===== src/rtl/game_event_tx.sv =====
// Queues game events and replays each on the processor input lines for HOLD_CYCLES clocks, followed by a GAP_CYCLES idle gap.
// Latency: an event accepted into an empty, idle block reaches the lines one clock later; each event then occupies HOLD+GAP+1 clocks.
// Backpressure: ev_ready drops while the FIFO is full, and every refused ev_valid cycle increments a saturating drop counter.
module game_event_tx #(
  parameter int FIFO_DEPTH  = 4,
  parameter int HOLD_CYCLES = 8,
  parameter int GAP_CYCLES  = 4
) (
  input  logic       clock,
  input  logic       reset,
  input  logic       ev_valid,
  output logic       ev_ready,
  input  logic [1:0] ev_kind,
  input  logic [3:0] ev_payload,
  output logic [2:0] addPoints,
  output logic [3:0] blockType,
  output logic       rotate,
  output logic [1:0] fromGame,
  output logic       busy,
  output logic [7:0] drop_count
);

  localparam int AW      = $clog2(FIFO_DEPTH);
  localparam int CNT_MAX = (HOLD_CYCLES > GAP_CYCLES) ? HOLD_CYCLES : GAP_CYCLES;
  localparam int CW      = $clog2(CNT_MAX + 1);

  localparam logic [CW-1:0] HOLD_LOAD = CW'(HOLD_CYCLES - 1);
  localparam logic [CW-1:0] GAP_LOAD  = CW'((GAP_CYCLES > 0) ? GAP_CYCLES - 1 : 0);
  localparam logic [CW-1:0] CNT_ZERO  = '0;
  localparam logic [CW-1:0] CNT_ONE   = CW'(1);
  localparam logic [AW:0]   FIFO_FULL = (AW + 1)'(FIFO_DEPTH);
  localparam logic [AW:0]   FCNT_ONE  = (AW + 1)'(1);
  localparam logic [AW-1:0] PTR_ONE   = AW'(1);

  localparam logic [1:0] K_SCORE  = 2'd0;
  localparam logic [1:0] K_SPAWN  = 2'd1;
  localparam logic [1:0] K_ROTATE = 2'd2;
  localparam logic [1:0] K_STATUS = 2'd3;

  typedef enum logic [1:0] {S_IDLE = 2'd0, S_HOLD = 2'd1, S_GAP = 2'd2} state_t;

  // FIFO storage: entry is {kind, payload}
  logic [5:0]    mem_q [FIFO_DEPTH];
  logic [5:0]    mem_d [FIFO_DEPTH];
  logic [AW-1:0] wr_q, wr_d, rd_q, rd_d;
  logic [AW:0]   fcnt_q, fcnt_d;

  state_t        state_q, state_d;
  logic [CW-1:0] cnt_q, cnt_d;
  logic [2:0]    points_q, points_d;
  logic [3:0]    block_q, block_d;
  logic          rot_q, rot_d;
  logic [1:0]    status_q, status_d;
  logic [7:0]    drops_q, drops_d;

  logic       push, pop, fifo_empty, zero_score;
  logic [5:0] head;
  logic [1:0] head_kind;
  logic [3:0] head_pay;

  // Ready depends on occupancy only, so a pop in the same cycle never frees room for a refused event
  assign fifo_empty = (fcnt_q == '0);
  assign ev_ready   = (fcnt_q != FIFO_FULL);
  assign push       = ev_valid && ev_ready;
  assign head       = mem_q[rd_q];
  assign head_kind  = head[5:4];
  assign head_pay   = head[3:0];
  assign zero_score = (head_kind == K_SCORE) && (head_pay[2:0] == 3'd0);

  assign addPoints  = points_q;
  assign blockType  = block_q;
  assign rotate     = rot_q;
  assign fromGame   = status_q;
  assign drop_count = drops_q;
  assign busy       = !fifo_empty || (state_q != S_IDLE);

  // FIFO next state: simultaneous push and pop both take effect
  always_comb begin
    mem_d  = mem_q;
    wr_d   = wr_q;
    rd_d   = rd_q;
    fcnt_d = fcnt_q;
    if (push) begin
      mem_d[wr_q] = {ev_kind, ev_payload};
      wr_d        = wr_q + PTR_ONE;
    end
    if (pop) begin
      rd_d = rd_q + PTR_ONE;
    end
    case ({push, pop})
      2'b10:   fcnt_d = fcnt_q + FCNT_ONE;
      2'b01:   fcnt_d = fcnt_q - FCNT_ONE;
      default: fcnt_d = fcnt_q;
    endcase
  end

  // Refused-event counter, sticky at 255
  always_comb begin
    drops_d = drops_q;
    if (ev_valid && !ev_ready && (drops_q != 8'hFF)) begin
      drops_d = drops_q + 8'd1;
    end
  end

  // FSM next state: zero-point scores are dropped without taking a hold slot
  always_comb begin
    state_d = state_q;
    case (state_q)
      S_IDLE: if (!fifo_empty && !zero_score) state_d = S_HOLD;
      S_HOLD: if (cnt_q == CNT_ZERO) state_d = (GAP_CYCLES == 0) ? S_IDLE : S_GAP;
      S_GAP:  if (cnt_q == CNT_ZERO) state_d = S_IDLE;
      default: state_d = S_IDLE;
    endcase
  end

  // FSM outputs: pop and apply the head in IDLE, time the hold and gap, clear pulse lines at hold end
  always_comb begin
    pop      = 1'b0;
    cnt_d    = cnt_q;
    points_d = points_q;
    block_d  = block_q;
    rot_d    = rot_q;
    status_d = status_q;
    case (state_q)
      S_IDLE: begin
        if (!fifo_empty) begin
          pop = 1'b1;
          case (head_kind)
            K_SCORE:  if (!zero_score) points_d = head_pay[2:0];
            K_SPAWN:  block_d  = head_pay;
            K_ROTATE: rot_d    = 1'b1;
            K_STATUS: status_d = head_pay[1:0];
            default:  ;
          endcase
          if (!zero_score) cnt_d = HOLD_LOAD;
        end
      end
      S_HOLD: begin
        if (cnt_q != CNT_ZERO) begin
          cnt_d = cnt_q - CNT_ONE;
        end else begin
          points_d = 3'd0;
          rot_d    = 1'b0;
          cnt_d    = GAP_LOAD;
        end
      end
      S_GAP: begin
        if (cnt_q != CNT_ZERO) cnt_d = cnt_q - CNT_ONE;
      end
      default: ;
    endcase
  end

  // State register: reset abandons any event in flight and empties the queue
  always_ff @(posedge clock or negedge reset) begin
    if (!reset) begin
      state_q  <= S_IDLE;
      cnt_q    <= '0;
      points_q <= '0;
      block_q  <= '0;
      rot_q    <= 1'b0;
      status_q <= '0;
      drops_q  <= '0;
      wr_q     <= '0;
      rd_q     <= '0;
      fcnt_q   <= '0;
      for (int i = 0; i < FIFO_DEPTH; i++) mem_q[i] <= '0;
    end else begin
      state_q  <= state_d;
      cnt_q    <= cnt_d;
      points_q <= points_d;
      block_q  <= block_d;
      rot_q    <= rot_d;
      status_q <= status_d;
      drops_q  <= drops_d;
      wr_q     <= wr_d;
      rd_q     <= rd_d;
      fcnt_q   <= fcnt_d;
      for (int i = 0; i < FIFO_DEPTH; i++) mem_q[i] <= mem_d[i];
    end
  end

endmodule


===== config.mk =====
export PLATFORM = sky130hd
export DESIGN_NAME = game_event_tx
export DESIGN_NICKNAME = d
export VERILOG_FILES = /design/src/rtl/game_event_tx.sv
export SDC_FILE = /design/constraint.sdc
export NUM_CORES = 1
export LEC_CHECK = 0
export CAP_MARGIN = 20
export CELL_PAD_IN_SITES_DETAIL_PLACEMENT = 1
export CELL_PAD_IN_SITES_GLOBAL_PLACEMENT = 2
export CORE_MARGIN = 3
export CORE_UTILIZATION = 41
export CTS_CLUSTER_DIAMETER = 100
export DETAILED_ROUTE_END_ITERATION = 10
export PLACE_DENSITY = 0.92
export SLEW_MARGIN = 20
export SYNTH_ARGS = -nofsm -noshare
export SYNTH_HDL_FRONTEND = slang
export SYNTH_SLANG_ARGS = --single-unit

===== constraint.sdc =====
create_clock -name clock -period 7.3 [get_ports clock]
set_input_delay 1.46 -clock clock [delete_from_list [all_inputs] [get_ports clock]]
set_output_delay 1.46 -clock clock [all_outputs]
set_load 0.05 [all_outputs]

# ---- Word level (Yosys, flattened, before mapping)
# Index checks and enable logic that the tools add are counted.
dict set report word_totals {
  register_bits 55
  in_bits 9
  output_inout_bits 20
  wordCells 97
}
dict set report op_classes {
  add_sub_neg 6
  magnitude_cmp 3
  eq_ne 18
  n_mux 27
  n_bitwise 3
  reduce_logical 26
}
# op n
set op_table {}
lappend op_table {{bitwise mux 24 bit} 1}
lappend op_table {{2-to-1 mux 6 bit} 3}
lappend op_table {{2-to-1 mux 4 bit} 4}
lappend op_table {{inequality test 2 bit (second input constant)} 8}
lappend op_table {{binary-select mux 6 bit (select 2 bit)} 1}
lappend op_table {{demux 6 bit (select 2 bit)} 1}
lappend op_table {{2-to-1 mux 3 bit} 4}
lappend op_table {{case mux 3 bit (2 select lines)} 2}
lappend op_table {{case mux 4 bit (3 select lines)} 1}
lappend op_table {{AND reduction 3 bit} 3}
lappend op_table {{adder 8 x 1 -> 8 bit (second input constant)} 1}
lappend op_table {{equality test 2 bit (second input constant)} 4}
lappend op_table {{inequality test 8 bit (second input constant)} 1}
lappend op_table {{AND reduction 4 bit} 2}
lappend op_table {{equality test 2 x 1 -> 1 bit (second input constant)} 3}
lappend op_table {{>= comparator 3 bit (second input constant)} 2}
lappend op_table {{logical AND 1 bit} 6}
lappend op_table {{zero test 3 bit} 2}
lappend op_table {{2-to-1 mux 2 bit} 3}
lappend op_table {{inverter 2 -> 3 bit} 2}
lappend op_table {{case mux 2 bit (3 select lines)} 1}
lappend op_table {{nonzero test 2 bit} 3}
lappend op_table {{2-to-1 mux 1 bit} 5}
lappend op_table {{AND reduction 5 bit} 1}
lappend op_table {{other kinds (15)} 19}

# ---- Logic depth before layout (Yosys ltp)
# Gate-level depths: netlist (run 1).
dict set report depth {
  word_depth 10
  ltp_mapped 11
  ltp_nobuf 10
}

# ---- Worst setup path after synthesis (run 1)
# OpenSTA, ideal clock, no wires.
dict set report synth_timing {
  path_kind {register to output}
  startpoint {register state_q[0]}
  endpoint {output port busy}
  arrival_ps 1681
  t_required_ps 5840
  slack_ps 4159
  stages_incl_launch_ff 5
  path_buffers 0
  cell_sequence {dfrtp_1 inv_1 ha_1 nor4b_1 inv_1}
}
dict set report synth_via {
  elab_chain_cells 2
}
# item line
set synth_lines {}
lappend synth_lines {{start: declaration} 48} ;# state_t state_q, state_d;
lappend synth_lines {{start signal: assignment} 169} ;# state_q <= state_d;
lappend synth_lines {{nonzero test 2 bit} 75} ;# assign busy = !fifo_empty || (state_q != S_IDLE);
lappend synth_lines {{logical OR 1 bit} 75}
lappend synth_lines {{end: declaration} 19} ;# output logic busy,
# No other way between the ends.

# ---- Worst setup path in the final report (run 1)
# Ends and elaborated chain as after synthesis.

==> results of run 1 <==
## worst max-delay path by stage
stage,startpoint,to,cells past startpoint
3_5_place_dp,state_q[1],busy,6
5_1_grt,state_q[1],busy,6
4_1_cts,state_q[0],busy,6
2_1_floorplan,state_q[0],busy,4
3_3_place_gp,state_q[1],busy,6
6_report,state_q[0],busy,6
## worst max-delay path, cell delays in order (launching register included)
cell and delay, ns:
dfrtp_1 0.42, inv_1 0.12, ha_1 0.23, nor4b_1 0.25, buf_4 0.19, inv_1 0.06, clkdlybuf4s50_1 0.69
## state kept, by name, indices dropped and copies added, names as in the netlist, 3 cells and up
| signal | cells |
|---|---|
| mem_q | 24 |
| blockType | 4 |
| drop_count | 8 |
| cnt_q | 4 |
| addPoints | 3 |
| fcnt_q | 3 |
## layer usage
layer	part of all wire (%)	track usage, %
met5	0	0
met4	1.2	5.021
met3	2.9	3.198
met2	49	26.03
met1	47	20.66
## placed cells by master (no fill, tap or decap), types with 2 or more instances in the layout
cell type,synthesis,layout
dfrtp_1,55,55
mux2_2,30,30
clkdlybuf4s50_1,0,27
inv_1,19,19
nand2_1,18,18
ha_1,13,13
nor2_1,12,12
o21ai_0,10,10
a21oi_1,8,8
xnor2_1,8,8
nand3_1,7,7
clkbuf_8,0,6
nor3_1,5,5
xor2_1,5,5
mux4_2,3,3
mux4_1,3,3
nor3b_1,2,2
and3_1,2,2
o22ai_1,2,2
nand2b_1,2,2
buf_4,0,2
## power breakdown
part           internal (mW)  switching, mW
Sequential             0.448          0.111
Clock                  0.113          0.102
Combinational          0.388          0.458
Total                  0.949          0.671
## logic make-up (layout without fill, tap and decap cells)
logic type	Yosys count	after routing	share of synthesized area, %
AO/OA/AOI/OAI	26	26	5.663
XOR/XNOR	13	13	4.155
adder cells (fa/ha/maj)	14	14	6.667
buffers and inverters	23	57	3.744
flip-flops	55	55	50.23
multiplexers	39	39	19.00
AND/OR/NAND/NOR	58	58	10.55
## final cells by class
class | count | area (um2)
clock buffer | 6 | 82.58
clock inverter | 2 | 38.79
fill | 686 | 3206
inverter | 19 | 71.32
multi-input combinational | 150 | 1261
sequential | 55 | 1376
tap | 77 | 96.34
timing repair buffer | 30 | 290.3
==> metrics.md, run 1 <==
| Metric | Value |
|---|---|
| Worst Path Max Fanout | 6 |
| Final-report max-slew violation count | 0 |
| Chip Height | 87.75 um |
| Post-synth top area share | 50.23% |
| Initial antenna violation count | 0 |
| Overall Power | 1.620 mW |
| Slew HR | 53.49% |
| CP Capture Type | output port |
| GPL Wtd Cong | 0.7601 |
| Clock sink count | 55 |
| Nets | 284 |
| Crit path kind | flip-flop to output port |
| Final hold violations | 0 |
| Post-cts resize count | 0 |
| R2R Setup Slk | 4.63 ns |
| RSZ-0062 raised after global routing | false |
| Post-synthesis sequential area ratio | 50.23% |
| Final min period | 3.729 ns |
| DP HPWL | 3.956 mm |
| # setup viols final | 0 |
| Pre-CTS setup slack | 3.914 ns |
| Htree depth | 2 |
| Cell row count | 29 |
| Leading area contributor after synthesis | dfrtp_1 |
| Vias in the first global route | 1912 |
| GRT Overall Usage | 15.69% |
| HP Start | drop_count[7] |
| DRC viols | 0 |
| Post-route cell area | 3217 um2 |
| CTS Buf Count | 5 |
| Synthesized instance count | 228 |
| Final Util | 50.09% |
| Worst path required time | 5.84 ns |
| Worst setup margin | 3.571 ns |
| Core area | 6422 um2 |
| Worst min path class | flip-flop to flip-flop |
| Final Non-Filler Cells | 339 |
| GRT overflow | 0 |
| Hold Worst Slack | 0.5077 ns |
| RR Endpoint | fcnt_q[2] |
| Worst reg-to-reg path cell count | 11 |
| Buffers on Ports | 28 |
| Placed inst area | 3095 um2 |
| Fraction of registers with async set/reset | 100.0% |
| Vias per cell | 5.280 |
| Slew @ Worst Pin | 0.6977 ns |
| N_diodes | 0 |
| Leading cell type by number of instances after synthesis | dfrtp_1 |
| R2r startpoint | state_q[0] |
| Syn_area_per_cell | 12.02 um2 |
| Clk_lat worst skew | 0.31 ns |
| Max clock buf depth | 2 |
| Number of flops mapped to enable cells by yosys | 0 |
| Final ANT Viol Nets | 0 |
| Synth top area cells | dfrtp_1, mux2_2, ha_1, mux4_1, inv_1 |
| Max-cap viol count | 0 |
| Max Clock Skew | 0.008326 ns |
| Clk root buf | clkbuf_8 |
| Ys Warns | 0 |
| Layout area overhead | 17.40% |
| Hold Path Stages | 1 |
| Routed WL | 5.490 mm |
| Placed Cells | 331 |
| DRT iter0 DRCs | 64 |
| Clk pin slew, worst setup/hold paths | 0.10 ns |
| Leakage | 1.425 nW |
| Ports | 29 |
| Pwr per Cell Area | 503.6 nW/um2 |
| Detailed Routing Iterations Pass 1 | 4 |
| CTS tree | done |
| Run status | finished, final reports clean |
| Crit start category | flip-flop |
| Synth top cells by count | dfrtp_1, mux2_2, inv_1 |
| Max frequency | 0.2682 GHz |
| Full die area | 7700 um2 |
| Distinct cells, synth | 41 |
| Top_reg_cell synth | dfrtp_1 |
| Post-route clock period utilization | 51.09% |
| Max VDD drop | 0.2367 mV |
| Hold Path Sink | drop_count[7] |
| Die Wd | 87.75 um |
| Post-Syn Nets | 251 |
| Largest net degree at the start of global routing | 56 |
| Setup_tns | 0 ns |
| Arr. time, crit path | 2.27 ns |
| Yosys reg bits | 55 |
| Setup bufs post-CTS | 0 |
| # hold bufs at CTS | 0 |
| DR vias | 1790 |
| First-pass GRT wire length | 9.335 mm |
| Starting density of the core | 42.67% |
| Drt wl/cell | 16.19 um |
| Share of cells above drive strength 1 | 18.32% |
| Cell Area, Synth | 2740 um2 |
Power figures use the tool's default switching activity.
==> inputs of run 2 (changes only) <==
CORE_UTILIZATION = 34   (was 41)
PLACE_DENSITY = 0.83   (was 0.92)
clock period = 3.4 ns   (was 7.3 ns; I/O delays follow)
==> metrics.md, run 2 (synthesized netlist as in run 1, its figures left out) <==
| Metric | Value |
|---|---|
| R2R Setup Slk | 0.76 ns (-3.87 ns) |
| First-pass GRT wire length | 9.453 mm (+1.3%) |
| Final ANT Viol Nets | 0 (unchanged) |
| Final Util | 41.75% (-8.3 points) |
| Commonest cells after routing, fill and taps aside | dfrtp_1, mux2_2, clkdlybuf4s50_1 |
| Max clock buf depth | 2 (unchanged) |
| Slew HR | 51.90% (-1.6 points) |
| Placed inst area | 3127 um2 (+1.0%) |
| Post-route clock period utilization | 86.56% |
| N_diodes | 0 (unchanged) |
| Max frequency | 0.3398 GHz |
| Final hold violations | 0 (unchanged) |
| Clk pin slew, worst setup/hold paths | 0.11 ns (about the same) |
| RR Endpoint | fcnt_q[2] |
| DRC viols | 0 (unchanged) |
| Slew @ Worst Pin | 0.7199 ns (+0.02227 ns) |
| Routed WL | 5.561 mm (+1.3%) |
| # setup viols final | 0 (unchanged) |
| CTS tree | done |
| Die Wd | 95.78 um (+9.1%) |
| Nets | 284 (unchanged) |
| Clk root buf | clkbuf_8 |
| Register Area | 1376 um2 (unchanged) |
| Initial antenna violation count | 0 (unchanged) |
| Largest Register | mem_q |
| Full die area | 9173 um2 (+19%) |
| DRT iter0 DRCs | 75 (+17%) |
| Run status | finished, final reports clean |
| R2r startpoint | state_q[0] |
| Hold Worst Slack | 0.2922 ns (-0.2155 ns) |
| GPL Wtd Cong | 0.7243 (-4.7%) |
| Core area | 7767 um2 (+21%) |
| RSZ-0062 raised after global routing | false |
| Pwr per Cell Area | 1067 nW/um2 (+110%) |
| Share of cells above drive strength 1 | 18.32% (unchanged) |
| Max reg flops | 24 (unchanged) |
| Layout area overhead | 18.36% |
| DP HPWL | 4.204 mm (+6.3%) |
| Max VDD drop | 0.4871 mV (+110%) |
| Vias in the first global route | 1884 (-1.5%) |
| Clk_lat worst skew | 0.31 ns (about the same) |
| Largest net degree at the start of global routing | 38 (-32%) |
| Final-report max-slew violation count | 0 (unchanged) |
| Htree depth | 2 (unchanged) |
| Setup bufs post-CTS | 0 (unchanged) |
| Cell row count | 32 (+10%) |
| Drt wl/cell | 15.28 um (-5.7%) |
| GRT overflow | 0 (unchanged) |
| Post-route cell area | 3243 um2 (+0.82%) |
| Setup crit end | busy |
| Worst reg-to-reg path cell count | 11 (unchanged) |
| # hold bufs at CTS | 0 (unchanged) |
| Vias per cell | 4.871 (-7.8%) |
| Buffers on Ports | 28 (unchanged) |
| Worst Path Max Fanout | 6 (unchanged) |
| Leakage | 1.422 nW (-0.22%) |
| Fillcell total | 866 (+26%) |
| Arr. time, crit path | 2.26 ns (about the same) |
| Overall Power | 3.461 mW (+110%) |
| Setup_tns | 0 ns (unchanged) |
| GRT Overall Usage | 13.43% (-2.3 points) |
| Crit path kind | flip-flop to output port |
| Final min period | 2.943 ns |
| Clock sink count | 55 (unchanged) |
| Crit start category | flip-flop |
| Worst path required time | 2.72 ns (-3.12 ns) |
| Ports | 29 (unchanged) |
| DR vias | 1773 (-0.95%) |
| Max-cap viol count | 0 (unchanged) |
| Starting density of the core | 35.28% (-7.4 points) |
| Worst min path class | input pin to async pin |
| Crit path launch | state_q[1] |
| Max Clock Skew | 0.006648 ns (-0.001678 ns) |
| CTS Buf Count | 5 (unchanged) |
| Post-cts resize count | 0 (unchanged) |
| Chip Height | 95.78 um (+9.1%) |
| Multi-input gate area | 1261 um2 (unchanged) |
| Most common cell after layout, fill and taps aside | dfrtp_1 |
| CP Capture Type | output port |
| Detailed Routing Iterations Pass 1 | 4 (unchanged) |
run 2: worst max-delay path, cell delays in order, from the launching register on:
cell and delay (ns):
dfrtp_1 0.41, inv_1 0.12, ha_1 0.22, nor4b_1 0.25, buf_4 0.19, inv_1 0.06, clkdlybuf4s50_1 0.69
run 2: how the worst min path moves through the flow:
stage	startpoint	end	slack, ns	cells after the start
5_1_grt	reset	cnt_q[2]	0.32	1
6_report	reset	cnt_q[2]	0.29	1
2_1_floorplan	reset	addPoints[0]	0.38	0
3_3_place_gp	mem_q[21]	mem_q[21]	0.48	1
4_1_cts	reset	cnt_q[2]	0.30	1
3_5_place_dp	mem_q[15]	mem_q[15]	0.48	1
run 2: layout make-up:
cell class | instances | share of cell area [%]
clock buffer | 5 | 2.122
multi-input combinational | 150 | 38.89
clock inverter | 3 | 1.466
sequential | 55 | 42.44
tap | 102 | 3.935
timing repair buffer | 30 | 8.951
inverter | 19 | 2.199
run 2: metal layers:
layer	GRT usage (%)	share of wire, %	vias to the layer above
li1	-	-	855
met1	19.12	50	893
met2	20.67	46	20
met3	2.580	2.2	5
met4	4.265	1.4	0
met5	0	0	-
run 2: per-stage QoR:
step | setup slack, ns | instances
after floorplan | 0.9769 | 228
after global placement | 0.8191 | 356
after detailed placement | 0.7434 | 356
after CTS | 0.4254 | 364
after global routing | 0.3183 | 364
final | 0.4571 | 364
run 2: report_power, final:
| group | internal [mW] | leakage, nW | switching [mW] |
|---|---|---|---|
| combinational | 0.832 | 0.695 | 0.960 |
| clock | 0.224 | 0.0587 | 0.233 |
| sequential | 0.962 | 0.669 | 0.252 |
